===== src/rtl/pc_seq_pkg.sv =====
// rtl/pc_seq_pkg.sv - shared types and helpers for the program-counter sequencer
package pc_seq_pkg;

   typedef enum logic [2:0] {
      BOOT,
      BOOT_LD,
      RUN,
      INT_RD,
      INT_LD
   } pc_state_t;

   localparam int DEF_RST_VEC_PTR = 0;
   localparam int DEF_INT_VEC_PTR = 1;

   // MSB of external source k inside the packed source bus (source 1 sits at the bottom).
   function automatic int src_msb(input int k, input int w);
      return k * w - 1;
   endfunction

endpackage


===== src/rtl/pc_int_pending.sv =====
// rtl/pc_int_pending.sv - interrupt request edge detect and pending flag
module pc_int_pending (
   input  logic clk,
   input  logic rst,
   input  logic int_req,
   input  logic take,
   output logic pend
);

   logic int_q;
   logic rise;

   assign rise = int_req & ~int_q;

   // A fresh edge in the take cycle must survive, so set outranks clear.
   always_ff @(posedge clk or posedge rst) begin
      if (rst) begin
         int_q <= 1'b0;
         pend  <= 1'b0;
      end else begin
         int_q <= int_req;
         if (rise)
            pend <= 1'b1;
         else if (take)
            pend <= 1'b0;
      end
   end

endmodule


===== src/rtl/pc_sequencer.sv =====
// rtl/pc_sequencer.sv - registered PC sequencer with vectored boot and interrupt entry
module pc_sequencer
   import pc_seq_pkg::*;
#(
   parameter int ADDR_W      = 8,
   parameter int NSRC        = 4,
   parameter int SEL_W       = 2,
   parameter int RST_VEC_PTR = DEF_RST_VEC_PTR,
   parameter int INT_VEC_PTR = DEF_INT_VEC_PTR
) (
   input  logic                     clk,
   input  logic                     rst,
   input  logic                     stall,
   input  logic [SEL_W-1:0]         sel,
   input  logic [(NSRC-1)*ADDR_W-1:0] src_data,
   input  logic                     int_req,
   input  logic                     int_en,
   input  logic [ADDR_W-1:0]        vec_data,
   output logic                     vec_rd_en,
   output logic [ADDR_W-1:0]        vec_addr,
   output logic [ADDR_W-1:0]        pc,
   output logic                     pc_valid,
   output logic [ADDR_W-1:0]        ret_addr,
   output logic                     int_ack
);

   pc_state_t         state;
   pc_state_t         state_nxt;
   logic [ADDR_W-1:0] pc_nxt;
   logic [ADDR_W-1:0] src_next;
   logic              pend;
   logic              take;

   pc_int_pending u_pending (
      .clk     (clk),
      .rst     (rst),
      .int_req (int_req),
      .take    (take),
      .pend    (pend)
   );

   // Out-of-range selects fall through to a hold.
   always_comb begin
      src_next = pc;
      if (sel == '0) begin
         src_next = pc + ADDR_W'(1);
      end else begin
         for (int k = 1; k < NSRC; k++) begin
            if (sel == SEL_W'(k))
               src_next = src_data[src_msb(k, ADDR_W) -: ADDR_W];
         end
      end
   end

   always_comb begin
      state_nxt = state;
      pc_nxt    = pc;
      take      = 1'b0;
      vec_rd_en = 1'b0;
      vec_addr  = ADDR_W'(RST_VEC_PTR);
      pc_valid  = 1'b0;
      case (state)
         BOOT: begin
            vec_rd_en = 1'b1;
            state_nxt = BOOT_LD;
         end
         BOOT_LD: begin
            pc_nxt    = vec_data;
            state_nxt = RUN;
         end
         RUN: begin
            pc_valid = 1'b1;
            if (pend && int_en && !stall) begin
               take      = 1'b1;
               state_nxt = INT_RD;
            end else if (!stall) begin
               pc_nxt = src_next;
            end
         end
         INT_RD: begin
            vec_rd_en = 1'b1;
            vec_addr  = ADDR_W'(INT_VEC_PTR);
            state_nxt = INT_LD;
         end
         INT_LD: begin
            pc_nxt    = vec_data;
            state_nxt = RUN;
         end
         default: state_nxt = BOOT;
      endcase
   end

   always_ff @(posedge clk or posedge rst) begin
      if (rst) begin
         state    <= BOOT;
         pc       <= '0;
         ret_addr <= '0;
         int_ack  <= 1'b0;
      end else begin
         state   <= state_nxt;
         pc      <= pc_nxt;
         int_ack <= take;
         if (take)
            ret_addr <= pc;
      end
   end

endmodule


===== config.mk =====
export PLATFORM = sky130hd
export DESIGN_NAME = pc_sequencer
export DESIGN_NICKNAME = d
export VERILOG_FILES = /design/src/rtl/pc_seq_pkg.sv /design/src/rtl/pc_int_pending.sv /design/src/rtl/pc_sequencer.sv
export SDC_FILE = /design/constraint.sdc
export NUM_CORES = 1
export LEC_CHECK = 0
export BUFFER_PORTS_ARGS = -buffer_cell sky130_fd_sc_hd__buf_4
export CAP_MARGIN = 20
export CORE_UTILIZATION = 45
export DETAILED_ROUTE_END_ITERATION = 8
export GPL_TIMING_DRIVEN = 0
export PLACE_DENSITY = 0.77
export SLEW_MARGIN = 0
export SYNTH_ARGS = -nofsm -noshare
export SYNTH_HDL_FRONTEND = slang
export SYNTH_HIERARCHICAL = 1
export SYNTH_SLANG_ARGS = --single-unit

===== constraint.sdc =====
create_clock -name clk -period 3.4 [get_ports clk]
set_input_delay 0.68 -clock clk [delete_from_list [all_inputs] [get_ports clk]]
set_output_delay 0.68 -clock clk [all_outputs]
set_load 0.03 [all_outputs]

## After elaboration in Yosys (flattened, before gate mapping)

Index checks and enable logic that the tools add are counted.

- Bits in registers: 22
- Bits in latches: 0
- Bits in writable memories: 0
- Bits in read-only memories: 0
- Input port bits: 39
- Output and inout port bits: 27
- Logic and storage cells: 46
- Memories kept: 0

- Add/sub/neg operators: 1
- Multiply operators: 0
- Divide/modulo/power cells: 0
- Magnitude comparators: 0
- Equal/unequal tests: 11
- Shifts and indexed selects: 0
- Mux-type cells: 16
- Bitwise gates (word level): 2
- Reductions and logical operators: 10

Operators with widths:

| kind | number |
|---|---|
| 8-bit 2-to-1 mux | 6 |
| 8-bit case mux with 2 select lines | 1 |
| 3-bit case mux with 4 select lines | 1 |
| 8-bit by 1-bit adder with 8-bit output, second input constant | 1 |
| 1-bit 2-to-1 mux | 7 |
| 3-bit by 2-bit equality test with 1-bit output, second input constant | 2 |
| 2-bit != test, second input constant | 3 |
| 5-bit != test, second input constant | 1 |
| 2-bit equality test, second input constant | 2 |
| 4-bit AND reduction | 1 |
| 2-bit nonzero test | 2 |
| 2-bit OR reduction | 2 |
| 3-bit by 1-bit equality test with 1-bit output, second input constant | 1 |
| 3-bit equality test, second input constant | 1 |
| 3-bit zero test | 1 |
| 3-bit 2-to-1 mux | 1 |
| 2-bit by 1-bit equality test with 1-bit output, second input constant | 1 |
| 1-bit logical AND | 2 |
| 2-bit zero test | 1 |
| 1-bit bitwise AND | 1 |
| 1-bit zero test | 1 |
| 1-bit NOT | 1 |

## Depth between registers and ports, before layout

Gate-level depths: netlist of run 1.

- Depth after elaboration: 8
- Depth in mapped cells: 7
- Mapped depth without buffers: 5

## Cells and area by module

Netlist of run 1, hierarchy kept.

Modules (own cells, without submodules):

| module | instances | cells each | area an instance (um^2) | sequential area each (um^2) |
|---|---|---|---|---|
| pc_sequencer | 1 | 117 | 1234.9 | 500.5 |
| pc_int_pending | 1 | 6 | 73.8 | 50.0 |

## Worst setup path after synthesis of run 1

Ideal clock, no wire load.

- Path type: input to register
- Start: input port sel[1]
- End: register pc[3]
- Setup time: 0.126 ns
- Arrival: 1.829 ns
- Path slack: 1.445 ns
- Stages: 3
- Path through: buf_1 mux4_2 a221o_1

- Cells in the longest elaborated chain, start to end: 7

Ends and longest elaborated chain:

| element | line | text |
|---|---|---|
| from (decl) | pc_sequencer.sv:14 | `input logic [SEL_W-1:0] sel,` |
| 2-bit equality test | pc_sequencer.sv:49 | `if (sel == SEL_W'(k))` |
| 8-bit 2-to-1 mux (2 in a row) | pc_sequencer.sv:49 |  |
| 8-bit 2-to-1 mux | pc_sequencer.sv:45 | `if (sel == '0) begin` |
| 8-bit 2-to-1 mux | pc_sequencer.sv:76 | `end else if (!stall) begin` |
| 8-bit 2-to-1 mux | pc_sequencer.sv:73 | `if (pend && int_en && !stall) begin` |
| 8-bit case mux with 2 select lines | pc_sequencer.sv:62 | `case (state)` |
| to (signal assigned) | pc_sequencer.sv:101 | `pc <= pc_nxt;` |
| to (decl) | pc_sequencer.sv:21 | `output logic [ADDR_W-1:0] pc,` |

Several ways; a longest one is shown, not always the timed one. The select of a mux whose other input is x is not followed.
A chain may end at the register's enable or synchronous reset.

## Worst setup path after layout of run 1

- Start: register state[0]
- End: output port pc_valid

- Cells in the longest elaborated chain, start to end: 2

Ends and longest elaborated chain:

| element | line | text |
|---|---|---|
| from (decl) | pc_sequencer.sv:27 | `pc_state_t state;` |
| from (signal assigned) | pc_sequencer.sv:100 | `state <= state_nxt;` |
| 3-bit by 2-bit equality test with 1-bit output | pc_sequencer.sv:62 |  |
| 1-bit 2-to-1 mux | pc_sequencer.sv:62 |  |
| to (decl) | pc_sequencer.sv:22 | `output logic pc_valid,` |

No other way between the ends.

==> results.md, run 1 <==
- The maximum clock skew at final layout is 0.00431 ns.
- Of all cell types, the one taking the most synthesized area is dfrtp_1.
- The total routing resource utilization after global routing is 21.5%.
- The overall power of the completed layout is 1.68 mW.
- STA classifies the critical path endpoint as an output port.
- The die is 55.9 um wide.
- The deepest level of the CTS H-tree is 1.
- Of the cells placed in the final design, the portion with a size suffix greater than 1 is 48.2%.
- Setup slack on the worst reg-to-reg path comes out at 1.49 ns.
- The top cell type's share of synthesized area is 42.1%.
- Synthesis produced 123 cells.
- The post-route antenna net violation count is 0.
- The warning count from the yosys run is 6.
- The hold buffer count at cts is 0.
- The average detailed-routed wire length per instance is 14.2 um.
- The fraction of the mapped netlist area in adder cells is 0.956%.
- Setup repair after global routing left no endpoint under its margin.
- The standby leakage power is 0.913 nW.
- In this run the cell area of the synthesized design comes to 0.00131 mm^2.
- The xor/xnor cell area share of the yosys netlist is 3.35%.
- The sort of element at the start of the critical path is a flop.
- The number of antenna diodes is 0.
- Sorting the synthesized cells by area gives the leading types as dfrtp_1 42%, mux2_2 9.5%, mux4_2 8.6%.
- The wire length of the first global-routing pass is 5310 um.
- The max-capacitance violation count is 0.
- The count of pins over their slew limit was 0.
- The post-synthesis simple-gate area fraction is 12.9%.
- Of the available clock period, the critical path in the final layout requires 64.5%.
- In this run the tightest slew margin relative to its limit is 49.9%.
- The worst-case IR drop observed on VDD is 0.788 mV.
- The total clock buffers created by CTS is 3.
- The maximum count of clock buffers along a single path is 2.
- The number of placement rows is 19.
- The total count of hold-check failures in the final report is 0.
- The number of remaining DRC errors is 0.
- Prior to clock tree synthesis, the placed netlist has a worst setup slack of 1.18 ns.
- The root buffer cell chosen for the clock tree is clkbuf_4.
- The critical path is of the flop to output port type.
- The remaining global-route overflow is 0.
- The arrival time reported for the critical path endpoint is 1.51 ns.
- After clock tree synthesis, the setup repair step added 0 buffers.
- The first TritonRoute pass finished after 4 iterations.
- The setup TNS after final layout is 0 ns.
- The primary flip-flop cell chosen by synthesis mapping is dfrtp_1.
- The detail-routed via count per cell is 5.33.
- The number of antenna violations at the first check in global routing is 0.
- In this run the count of I/O pins placed on the die edge is 66.
- Synthesis instantiated 37 different standard cells from the library.
- The share of cell area taken by muxes after synthesis is 18.1%.
- Each instance of the synthesized netlist takes up on average 10.6 um^2.
- Once routing completed, OpenROAD measured the worst setup slack at 1.21 ns.
- Summed over all nets, the half-perimeter wirelength after detailed placement is 2440 um.
- Once the floorplan was initialized, standard cells occupied 47.5% of the core.
- STA puts the critical path data required time at 2.72 ns.
- After clock tree synthesis, the clock-pin slew on the worst setup and hold paths is 0.13 ns.
- The setup-violating endpoint count in the final report is 0.
- The congestion estimate from routability-driven global placement came to 0.806.
- By area, the combinational part of the netlist is dominated by multiplexers.
- The share of synthesized flip-flops with an asynchronous set or reset is 100%.
- The maximum number of pins on one net before global-route repair is 21.
- The total wirelength of the detailed-routed design is 3160 um.
- The via count of the first global-routing pass is 1239.
- The cell area reported after detailed placement is 0.00181 mm^2.
- The sequential element share of the synthesized area is 42.1%.
- After the last flow step, the layout net total stands at 232.
- The area of the placeable core is 0.00276 mm^2.
- In this run the tool buffered the top-level ports with 58 buffer cells.
- Summing over every cut layer, the via total after detailed routing is 1183.
- The die is 55.9 um tall.
- The final worst hold slack is 0.212 ns.
- In the post-synthesis netlist, the cell with the most instances is dfrtp_1.
- The largest driver fanout on the critical path is 6.
- The die area is 0.00313 mm^2.
- Sorting the synthesized cells by how often they occur yields 22 x dfrtp_1, 11 x mux2_2, 8 x buf_4, 8 x nor2_1.
- The number of cells on the worst reg-to-reg path is 4.
- Once the clock tree was built, the resizer swapped 0 gates to a different size.
- The worst hold-check path type is input pin to asynchronous set/reset pin.
- The cell area power density is 907 mW/mm^2.
- For the pin with the worst max-slew slack, the measured transition is 0.751 ns.
- Counting I/O delays and the setup requirement, the final critical path takes 2.19 ns.
- The TritonCTS clock tree is done.
- The final non-filler cell total is 222.
- With fillers left out, the area of the finished cells amounts to 0.00186 mm^2.
- The violation count after the first detailed-routing iteration is 47.
- At the later pin of the worst-skew pair, clock insertion delay measures 0.31 ns.
- The tree built by TritonCTS fans out to 22 sinks.
- After synthesis the netlist holds a flip-flop and latch count of 22.
- Static timing analysis puts the maximum clock frequency at 0.456 GHz.
- The run finished with clean final reports.
- Counting tap cells, the placed design contains a total of 218 instances.
- The growth of design area from synthesis to finish is 42.0%.
- The area fraction in compound gates after synthesis is 13.7%.
- The count of flip-flops with a built-in enable after synthesis is 0.
- The final core area utilization is 67.4%.
==> placed cells by master (no fill, tap or decap), types with 5 or more instances in the layout <==
| cell type | n |
|---|---|
| a21oi_1 | 7 |
| buf_4 | 66 |
| conb_1 | 7 |
| dfrtp_1 | 22 |
| inv_1 | 7 |
| mux2_2 | 11 |
| mux4_2 | 5 |
| nand2_1 | 5 |
| nor2_1 | 8 |
==> per-layer routing <==
metal / vias to the layer above / GRT usage, % / wire length, um / part of all wire [%]
li1: 569 / - / - / -
met1: 564 / 26.6 / 1340 / 42
met2: 48 / 37.7 / 1610 / 51
met3: 2 / 4.42 / 196 / 6.2
met4: 0 / 6.62 / 12 / 0.38
met5: - / 0 / 0 / 0
==> power by group <==
part           internal, mW  switching [mW]
clock                 0.119          0.0804
sequential            0.382           0.143
combinational         0.427           0.534
==> registers in the layout, indices dropped and copies added, names as in the netlist <==
name,cells
int_ack,1
pc,8
state,3
u_pending/int_q,1
u_pending/pend,1
ret_addr,8
==> kinds of logic after synthesis <==
group / after synthesis
adder cells (fa/ha/maj): 1
flip-flops: 22
buffers and inverters: 20
XOR/XNOR: 5
other: 1
AND/OR/NAND/NOR: 32
AO/OA/AOI/OAI: 26
multiplexers: 16
==> path summary, 6_finish.rpt <==
path / endpoint / start
worst max register to register: ret_addr[0]$_DFFE_PP0P_ / state[0]$_DFFE_PP0P_
max in group asynchronous: pc[1]$_DFFE_PP0P_ / rst
worst min-delay path: u_pending/int_q$_DFF_PP0_ / rst
worst min register to register: u_pending/pend$_DFFE_PP0P_ / u_pending/int_q$_DFF_PP0_
worst max-delay path: pc_valid / state[0]$_DFFE_PP0P_
min in group clk: u_pending/pend$_DFFE_PP0P_ / u_pending/int_q$_DFF_PP0_
==> worst max-delay path, stage by stage (launching register included) <==
cell and delay [ns]:
dfrtp_1 0.46, or3b_1 0.39, clkbuf_2 0.15, inv_1 0.06
buf_4 0.15
==> cell type report <==
class / count / area, um^2
Inverter: 7 / 26.3
Clock buffer: 3 / 22.5
Tap cell: 31 / 38.8
Clock inverter: 1 / 30.0
Sequential cell: 22 / 551
Buffer: 13 / 87.6
Timing Repair Buffer: 58 / 435
Fill cell: 223 / 900
Multi-Input combinational cell: 87 / 667
Power figures use the tool's default switching activity.
==> inputs of run 2 (changes only) <==
==> constraint.sdc (replaced) <==
create_clock -name clk -period 2.1 [get_ports clk]
set_input_delay 0.42 -clock clk [delete_from_list [all_inputs] [get_ports clk]]
set_output_delay 0.42 -clock clk [all_outputs]
set_load 0.03 [all_outputs]
==> run 2 against run 1 <==
  * Sequential power increased by 62%
  * Setup slack got worse by 1.0 ns
  * Die area unchanged
  * Clock power increased by 61%
  * First-iteration DRC count decreased by 28%
  * Highest routed layer unchanged
  * Critical endpoint unchanged
  * Combinational power increased by 62%
  * Clock skew about the same
==> results.md, run 2 (same netlist as run 1, synthesis figures left out) <==
- Data on the critical path is required at its endpoint by 1.68 ns.
- The die area is 0.00313 mm^2.
- For met1 alone, demand over resource in global routing was 26.6%.
- Setup slack on the worst reg-to-reg path comes out at 0.19 ns.
- The share of power burned in registers is 31.1%.
- The flow ran to the end, and the final reports show no timing, DRC or antenna violations.
- The total of fill cells in the finished design is 220.
- The share of layout cells above drive strength 1 is 47.9%.
- The number of placement rows is 19.
- The setup-violating endpoint count in the final report is 0.
- In this run, the number of DRC markers left after iteration 0 of detailed routing was 34.
- In this run the cell area measured after placement is 0.00181 mm^2.
- The clock-pin slew on the worst setup and hold paths is 0.13 ns.
- Net switching is 44.9% of the power.
- The cell area power density is 1460 mW/mm^2.
- In this run the power spent charging and discharging nets is 1.23 mW.
- The total vias in the final route is 1196.
- The worst path in the final design needs a cycle of 1.93 ns, including I/O delays and setup.
- The layer flagged by global routing as most heavily used is met2.
- The tightest slew margin relative to the limit is 49.9%.
- The signal on the critical path passes through or3b_1 -> clkbuf_2 -> inv_1 -> buf_4.
- The final non-filler cell area is 0.00187 mm^2.
- Once detail routing completed, the nets flagged for antenna violations numbered 0.
- The transition time at the pin with the least slew margin is 0.750 ns.
- The maximum number of pins on one net before global-route repair is 21.
- The port buffer count is 58.
- The standby leakage power is 0.917 nW.
- The worst setup path is launched from a flop.
- For the worst setup path, the data arrival time is 1.51 ns.
- The first detailed-routing pass ran for 4 iterations.
- The portion of total power attributed to combinational logic is 57.1%.
- The worst-case IR drop observed on VDD is 1.28 mV.
- The remaining global-route overflow is 0.
- The power share of the clock group is 11.8%.
- The kind of end point of the critical path is an output port.
- The via count of the first global-routing pass is 1246.
- The wire length of the first global-routing pass is 5340 um.
- The max-capacitance violation count is 0.
- The sink count of the clock tree is 22.
- The library cells used most frequently in the layout, excluding fill and tap cells, are 66 x buf_4, 22 x dfrtp_1, 11 x mux2_2.
- The met3 capacity usage during global routing is 4.42%.
- The area of the placeable core is 0.00276 mm^2.
- The count of pins over their slew limit is 0.
- Of all nets on the critical path, the largest fanout is 6.
- The slowest cell on the critical path is dfrtp_1.
- After detailed routing, the number of vias per cell comes to 5.36.
- The die is 55.9 um wide.
- The TritonCTS clock tree is done.
- The number of nets in the layout is 233.
- The maximum clock frequency is 0.518 GHz.
- The clock insertion delay at the later pin of the skew report is 0.31 ns.
- The multi-input combinational cells in the finished layout cover a total of 667 um^2.
- In this run the worst hold path is classified as input pin to flop.
- The detailed-placement wirelength estimate is 2440 um.
- The final core area utilization is 67.7%.
- Summed over all layers, the routed wires come to 3160 um.
- The total count of hold-check failures in the final report came to 0.
- The cell total after placement is 218.
- The critical path contains buffers and inverters numbering 3 combined.
- From bottom edge to top edge, the die measures 55.9 um.
- The top-level I/O count is 66.
- The final non-filler cell total is 223.
- Compared with the post-synthesis result, the final layout area differs by 42.7%.
- 0 antenna diodes ended up in the layout.
- Clock tree synthesis inserted a total of 3 buffers.
- In the global route stage, met2 resource usage came out at 38.0%.
- In the routed design, unresolved DRC markers number 0.
- The footprint of the flip-flops and latches is 551 um^2.
- The largest registers in the layout are pc: 8 flops, ret_addr: 8 flops, state: 3 flops.
- The number of antenna violations at the first check in global routing came to 0.
- Setup repair after global routing left no endpoint under its margin.
- The setup TNS after final layout is 0 ns.
- In this run the number of H-tree levels came out at 1.
- The delay of the slowest cell on the worst path is 0.46 ns.
- On the critical path the largest part of the delay comes from flip-flops.
- The worst path uses 92.0% of the clock period.
- Counting along the longest clock path gives a buffer depth of 2.
- Between clock sinks in the finished design, the worst skew comes to 0.00470 ns.
- Leaving out fill and tap cells, the most frequent cell in the layout is buf_4.
- At the end of routability-driven placement, the weighted congestion stood at 0.806.
- The internal power summed over all cells is 1.50 mW.
- The total routing resource utilization after global routing is 21.6%.
- The critical path is of the flop to output port type.
- The post-CTS setup buffer count is 0.
- For this configuration, the core starts out at a cell density of 47.5%.
- The root cell of the clock tree is clkbuf_4.
- In the final routed layout, each cell accounts on average for 14.2 um.
- After clock tree synthesis, the repair step resized 0 gates.
==> run 2: cell count changes in the layout (fill, tap and decap cells not counted), sizes merged <==
cell	delta
dlygate4sd3	+1
==> run 2: per-layer routing <==
layer / vias up / wire (um)
li1: 572 / -
met1: 568 / 1340
met2: 54 / 1610
met3: 2 / 200
met4: 0 / 12
met5: - / 0
==> run 2: repair_timing <==
item,CTS,global route
hold buffers,1,0
hold endpoints to repair,2,0
setup endpoints to repair,0,0
==> run 2: worst paths after layout <==
| check | from | to | cells after the start |
|---|---|---|---|
| setup / recovery | state[0]$_DFFE_PP0P_ | pc_valid | 4 |
| hold / removal | int_req | u_pending/int_q$_DFF_PP0_ | 1 |
| setup reg to reg | state[0]$_DFFE_PP0P_ | ret_addr[0]$_DFFE_PP0P_ | 4 |
| hold reg to reg | u_pending/int_q$_DFF_PP0_ | u_pending/pend$_DFFE_PP0P_ | 1 |
| max in group asynchronous | rst | pc[1]$_DFFE_PP0P_ | 3 |
| min in group asynchronous | rst | u_pending/int_q$_DFF_PP0_ | 3 |
==> run 2: cell type report <==
cell class | count | share of cell area [%]
Timing Repair Buffer | 59 | 23.8
Inverter | 7 | 1.41
Tap cell | 31 | 2.08
Buffer | 13 | 4.69
Clock buffer | 3 | 1.21
Clock inverter | 1 | 1.61
Multi-Input combinational cell | 87 | 35.7
Sequential cell | 22 | 29.5
==> run 2: power by group through the flow <==
| stage | Clock [mW] | Combinational [mW] | Sequential, mW |
|---|---|---|---|
| after floorplan | 0 | 0.760 | 1.11 |
| after detailed placement | 0 | 1.56 | 0.858 |
| after global placement | 0 | 1.52 | 0.844 |
| after CTS | 0.325 | 1.56 | 0.848 |
| after global routing | 0.350 | 1.67 | 0.888 |
| final | 0.323 | 1.56 | 0.849 |
==> run 2: through the flow <==
| step | setup WS (ns) | hold WS (ns) | power, mW |
|---|---|---|---|
| 6_report | 0.168 | 0.221 | 2.73 |
| 5_1_grt | 0.0851 | 0.201 | 2.91 |
| 4_1_cts | 0.160 | 0.217 | 2.74 |
| 3_5_place_dp | 0.135 | 0.291 | 2.41 |
| 3_3_place_gp | 0.179 | 0.285 | 2.37 |
| 2_1_floorplan | 0.162 | 0.161 | 1.86 |
